[src/rtl/neogeo_bus_pkg.sv]
// Shared encodings for the 68000-style bus master: FSM states, default timeout,
// and the byte-enable to active-low data-strobe mapping.
package neogeo_bus_pkg;

  typedef enum logic [2:0] {
    ST_IDLE  = 3'd0,
    ST_ADDR  = 3'd1,
    ST_WAIT  = 3'd2,
    ST_LATCH = 3'd3,
    ST_END   = 3'd4
  } bus_state_t;

  localparam int TIMEOUT_CYCLES_DEF = 31;

  localparam logic [1:0] BE_NONE     = 2'b00;
  localparam logic [1:0] BE_BOTH     = 2'b11;
  localparam logic [1:0] STROBES_OFF = 2'b11;

  // Returns {nUDS, nLDS}; an empty byte-enable means a full-word access.
  function automatic logic [1:0] be_to_strobes(input logic [1:0] be);
    return (be == BE_NONE) ? ~BE_BOTH : ~be;
  endfunction

endpackage

[src/rtl/m68k_bus_master.sv]
// 68000-style bus initiator: one word per request on nAS/nUDS/nLDS/RW, waits for nDTACK (timeout via M68K_BUS_MASTER_TIMEOUT_EN).
// Latency: REQ accept edge to DONE = 4 clocks plus one per wait clock; timeout ends after TIMEOUT_CYCLES wait clocks.
// Backpressure: REQ sampled only while BUSY=0; the responder stretches the cycle by holding nDTACK high.
module m68k_bus_master
  import neogeo_bus_pkg::*;
#(
  parameter int ADDR_W         = 23,
  parameter int TIMEOUT_CYCLES = TIMEOUT_CYCLES_DEF
) (
  input  logic              CLK_68KCLK,
  input  logic              RESET,
  input  logic              REQ,
  input  logic              REQ_WE,
  input  logic [ADDR_W-1:0] REQ_ADDR,
  input  logic [1:0]        REQ_BE,
  input  logic [15:0]       REQ_WDATA,
  output logic              BUSY,
  output logic              DONE,
  output logic              ERR,
  output logic [15:0]       RDATA,
  output logic [ADDR_W-1:0] A,
  output logic              RW,
  output logic              nAS,
  output logic              nUDS,
  output logic              nLDS,
  output logic [15:0]       DOUT,
  output logic              DOE,
  input  logic [15:0]       DIN,
  input  logic              nDTACK
);

  if (TIMEOUT_CYCLES < 1 || TIMEOUT_CYCLES > 255) begin : g_timeout_range
    $error("TIMEOUT_CYCLES must be within 1..255");
  end

  bus_state_t state_q, state_d;
  logic [1:0] be_q;
  logic       timeout_hit;

`ifdef M68K_BUS_MASTER_TIMEOUT_EN
  localparam logic [7:0] TIMEOUT_LIMIT = 8'(TIMEOUT_CYCLES);

  logic [7:0] wait_cnt_q;
  logic       err_flag_q;

  // Fires on the wait clock whose increment would reach the limit.
  assign timeout_hit = (8'(wait_cnt_q + 8'd1) == TIMEOUT_LIMIT);

  always_ff @(posedge CLK_68KCLK) begin
    if (RESET) begin
      wait_cnt_q <= 8'd0;
      err_flag_q <= 1'b0;
      ERR        <= 1'b0;
    end else begin
      ERR <= 1'b0;
      case (state_q)
        ST_IDLE:  if (REQ) err_flag_q <= 1'b0;
        ST_ADDR:  wait_cnt_q <= 8'd0;
        ST_WAIT: begin
          if (nDTACK) begin
            if (wait_cnt_q != 8'hFF) wait_cnt_q <= wait_cnt_q + 8'd1;
            if (timeout_hit) err_flag_q <= 1'b1;
          end
        end
        ST_END:   ERR <= err_flag_q;
        default: ;
      endcase
    end
  end
`else
  assign timeout_hit = 1'b0;
  assign ERR         = 1'b0;
`endif

  always_ff @(posedge CLK_68KCLK) begin
    if (RESET) state_q <= ST_IDLE;
    else       state_q <= state_d;
  end

  // nDTACK takes priority over the timeout when both land on the same edge.
  always_comb begin
    state_d = state_q;
    case (state_q)
      ST_IDLE:  if (REQ) state_d = ST_ADDR;
      ST_ADDR:  state_d = ST_WAIT;
      ST_WAIT: begin
        if (!nDTACK)          state_d = ST_LATCH;
        else if (timeout_hit) state_d = ST_END;
      end
      ST_LATCH: state_d = ST_END;
      ST_END:   state_d = ST_IDLE;
      default:  state_d = ST_IDLE;
    endcase
  end

  always_ff @(posedge CLK_68KCLK) begin
    if (RESET) begin
      BUSY  <= 1'b0;
      DONE  <= 1'b0;
      RDATA <= 16'h0000;
      A     <= '0;
      RW    <= 1'b1;
      nAS   <= 1'b1;
      nUDS  <= 1'b1;
      nLDS  <= 1'b1;
      DOUT  <= 16'h0000;
      DOE   <= 1'b0;
      be_q  <= 2'b00;
    end else begin
      DONE <= 1'b0;
      case (state_q)
        ST_IDLE: begin
          if (REQ) begin
            A    <= REQ_ADDR;
            RW   <= ~REQ_WE;
            DOUT <= REQ_WDATA;
            be_q <= REQ_BE;
            BUSY <= 1'b1;
          end
        end
        ST_ADDR: begin
          nAS          <= 1'b0;
          {nUDS, nLDS} <= be_to_strobes(be_q);
          DOE          <= ~RW;
        end
        ST_LATCH: if (RW) RDATA <= DIN;
        ST_END: begin
          nAS          <= 1'b1;
          {nUDS, nLDS} <= STROBES_OFF;
          DOE          <= 1'b0;
          RW           <= 1'b1;
          DONE         <= 1'b1;
          BUSY         <= 1'b0;
        end
        default: ;
      endcase
    end
  end

endmodule
[config.mk]
export PLATFORM = sky130hd
export DESIGN_NAME = m68k_bus_master
export DESIGN_NICKNAME = d
export VERILOG_FILES = /design/src/rtl/neogeo_bus_pkg.sv /design/src/rtl/m68k_bus_master.sv
export SDC_FILE = /design/constraint.sdc
export NUM_CORES = 1
export LEC_CHECK = 0
export CAP_MARGIN = 10
export CORE_UTILIZATION = 37
export CTS_BUF_LIST = sky130_fd_sc_hd__clkbuf_4 sky130_fd_sc_hd__clkbuf_8
export DETAILED_ROUTE_END_ITERATION = 8
export PLACE_DENSITY_LB_ADDON = 0.3
export SLEW_MARGIN = 10
export SYNTH_ARGS = -nofsm -noshare
export SYNTH_HDL_FRONTEND = slang
export SYNTH_SLANG_ARGS = --single-unit
[constraint.sdc]
create_clock -name CLK_68KCLK -period 1.5 [get_ports CLK_68KCLK]
set_input_delay 0.3 -clock CLK_68KCLK [delete_from_list [all_inputs] [get_ports CLK_68KCLK]]
set_output_delay 0.3 -clock CLK_68KCLK [all_outputs]
set_load 0.005 [all_outputs]
==> reports/results.tsv <==
stage	metric	value	unit
min_path	hp-start	RESET	
pwr	p_int	3.21	mW
floorplan	coreArea	6350	sq um
synth	synth.net_count	361	
floorplan	start_util	0.384	
pwr	p_clk_frac	0.360	
pwr	vdd_drop_max	684	uV
setup_path	worstSetupPathType	flop to primary output	
grt	antenna_found_initial	0	
outcome	outcome	finished, final reports clean	
synth	syn_area	2440	sq um
grt	track_usage	0.184	
placement	dp_hpwl	4400	um
synth	yosysSeqAreaShare	0.550	
drt	drt_iter0_drc	29	
finish	antenna_cells	0	
sta	fmax	686	MHz
drt	num_vias	2398	
setup_path	max_stage_delay	500	ps
setup_path	cpMaxStageDelayCell	clkdlybuf4s50_1	
setup_path	crit_arrival	1160	ps
placement	place_ws	-271	ps
sta	finalSetupViolations	0	
clocking	cts_tree	done	
sta	grt_setup_unrepaired	true	
setup_path	start_kind	flop	
setup_path	rr_startpoint	state_q[2]	
setup_path	path_delay_family	buffers and inverters	
grt	grt_first_pass_wirelength	10400	um
synth	syn_inst	299	
grt	globalRouteOverflowTotal	0	
grt	grt_start_max_net_pins	33	
pwr	switchingPower	1.03	mW
drt	wl_per_cell	12.6	um
pwr	power.density	1050	nW/um^2
drt	ant_nets	0	
drt	vias_per_cell	4.75	
placement	placed_cells_incl_taps	489	
finish	final_cells	505	
min_path	hold_path_class	input port to flop	
finish	syn2layout_area_growth	66.2	%
finish	final_cell_mix	nand2_1 (114), clkdlybuf4s50_1 (85), a21oi_1 (65)	
synth	post_synth.cell_area_avg	8.15	sq um
pwr	p_seq_frac	0.465	
placement	numPortBuffers	123	
floorplan	die_w	83.2	um
drt	first_pass_iters	4	
clocking	cts_hold_buf	0	
clocking	cts_buffer_depth	2	
flow_run	maxCapViolCount	0	
sta	drv_slew	0	
sta	setup_ws	41.7	ps
clocking	cts_sinks	67	
synth	synth.distinct_cells	28	
synth	synth_top_cells_by_area	dfxtp_1 (55%), nand2_1 (18%), a21oi_1 (13%), buf_2 (1.8%), buf_6 (1.8%)	
floorplan	num_rows	29	
synth	synth_top_area_cell	dfxtp_1	
finish	finalNetCount	485	
setup_path	crit_start	A[11]	
clocking	clkLatencyLatePin	330	ps
clocking	clkTransAtPathRegs	70	ps
floorplan	die_area	6920	sq um
clocking	post_cts_buffers	0	
synth	ys_ff_latch	67	
pwr	switching_share	0.243	
clocking	cts_resized	7	
finish	nFillCells	559	
floorplan	ioPinCount	125	
setup_path	cp_cell_sequence	clkdlybuf4s50_1	
drt	wl	6370	um
pwr	p_leak	2.02	nW
setup_path	crit_buf_inv	1	
sta	fin_crit_sh	0.972	
setup_path	crit_path_max_fanout	2	
synth	ys_warn_count	0	
grt	grt_pass1_vias	2339	
finish	postLayoutCoreUtil	0.638	
setup_path	worstPathRequired	1200	ps
finish	layout-drive-gt1-share	0.133	
pwr	comb_power_share	0.175	
finish	final_common_cell	nand2_1	
setup_path	end_kind	primary output	
drt	route.detailed.drc	0	
clocking	htreeDepth	3	
sta	hold_violations	0	
placement	place_congestion	0.688	
clocking	clockRootBuffer	clkbuf_8	
floorplan	fp.dieH	83.2	um
sta	clock_skew	8.77	ps
sta	min_period	1460	ps
clocking	cts_buffers	9	
synth	netlist.area_leader.share	0.550	
## path summary, 6_finish.rpt
path                            cells past startpoint  slack, ps   endpoint
worst max-delay path                                1         40      A[11]
worst min-delay path                                2        350   RDATA[3]
worst max register to register                      5         80       A[7]
worst min register to register                      2        450  RDATA[11]
## per-stage QoR
step / TNS (ps) / total power, mW / instance area, sq um / hold slack [ps]
after floorplan: 0 / 2.33 / 2440 / 421
after global placement: -9410 / 2.75 / 3740 / 441
after detailed placement: -10520 / 2.77 / 3740 / 446
after CTS: 0 / 4.30 / 3940 / 341
after global routing: -21.0 / 4.47 / 4050 / 352
final: 0 / 4.24 / 4050 / 352
## routing by layer
metal,vias to the layer above,part of all wire,track usage
met5,-,0,0
met3,9,0.084,0.0636
li1,1221,-,-
met2,92,0.46,0.302
met4,0,0.013,0.0705
met1,1076,0.44,0.223
## cell usage after synthesis
cell type	count
or3b_2	1
a21oi_1	65
nor3_1	3
buf_2	9
inv_1	1
nand2_2	1
mux2i_1	1
buf_4	1
nor4_1	1
nor4b_1	1
and4b_1	1
conb_1	1
buf_6	4
nand2_1	114
nor2_1	6
or4b_1	1
o211ai_2	1
o21bai_1	1
o22ai_1	2
clkbuf_2	1
xnor2_1	1
dfxtp_1	67
and3_1	1
nand2b_1	2
clkbuf_1	8
nor4b_4	1
nor2b_1	2
nand4b_1	1
## cell families after synthesis
logic type                Yosys count  share of synthesized area
AOI/OAI and AO/OA                  69                      0.147
xor gates and xnor gates            1                    0.00359
buffers and inverters              24                     0.0560
DFF                                67                      0.550
muxes                               1                    0.00411
other                               1                    0.00154
and+or+nand+nor                   136                      0.238
## registers in the layout (all words and copies together), names as in the netlist, 2 cells and up
register,cells
A,23
state_q,3
be_q,2
DOUT,16
RDATA,16
## cell type report
type | count | area, sq um | share of cell area
Timing Repair Buffer | 136 | 1410 | 0.348
Sequential cell | 67 | 1370 | 0.339
Multi-Input combinational cell | 208 | 960 | 0.237
Clock buffer | 12 | 159 | 0.0392
Tap cell | 77 | 96.3 | 0.0238
Clock inverter | 4 | 48.8 | 0.0120
Inverter | 1 | 3.75 | 0.000927
## power groups by stage
| stage | Sequential [mW] | Clock [mW] | Combinational, mW |
|---|---|---|---|
| floorplan | 2.01 | 0 | 0.317 |
| global placement | 2.00 | 0 | 0.757 |
| detailed placement | 2.01 | 0 | 0.768 |
| CTS | 1.97 | 1.57 | 0.762 |
| global route | 1.99 | 1.67 | 0.814 |
| finish | 1.97 | 1.52 | 0.743 |
Note: power is estimated with default switching activity, not from simulation.
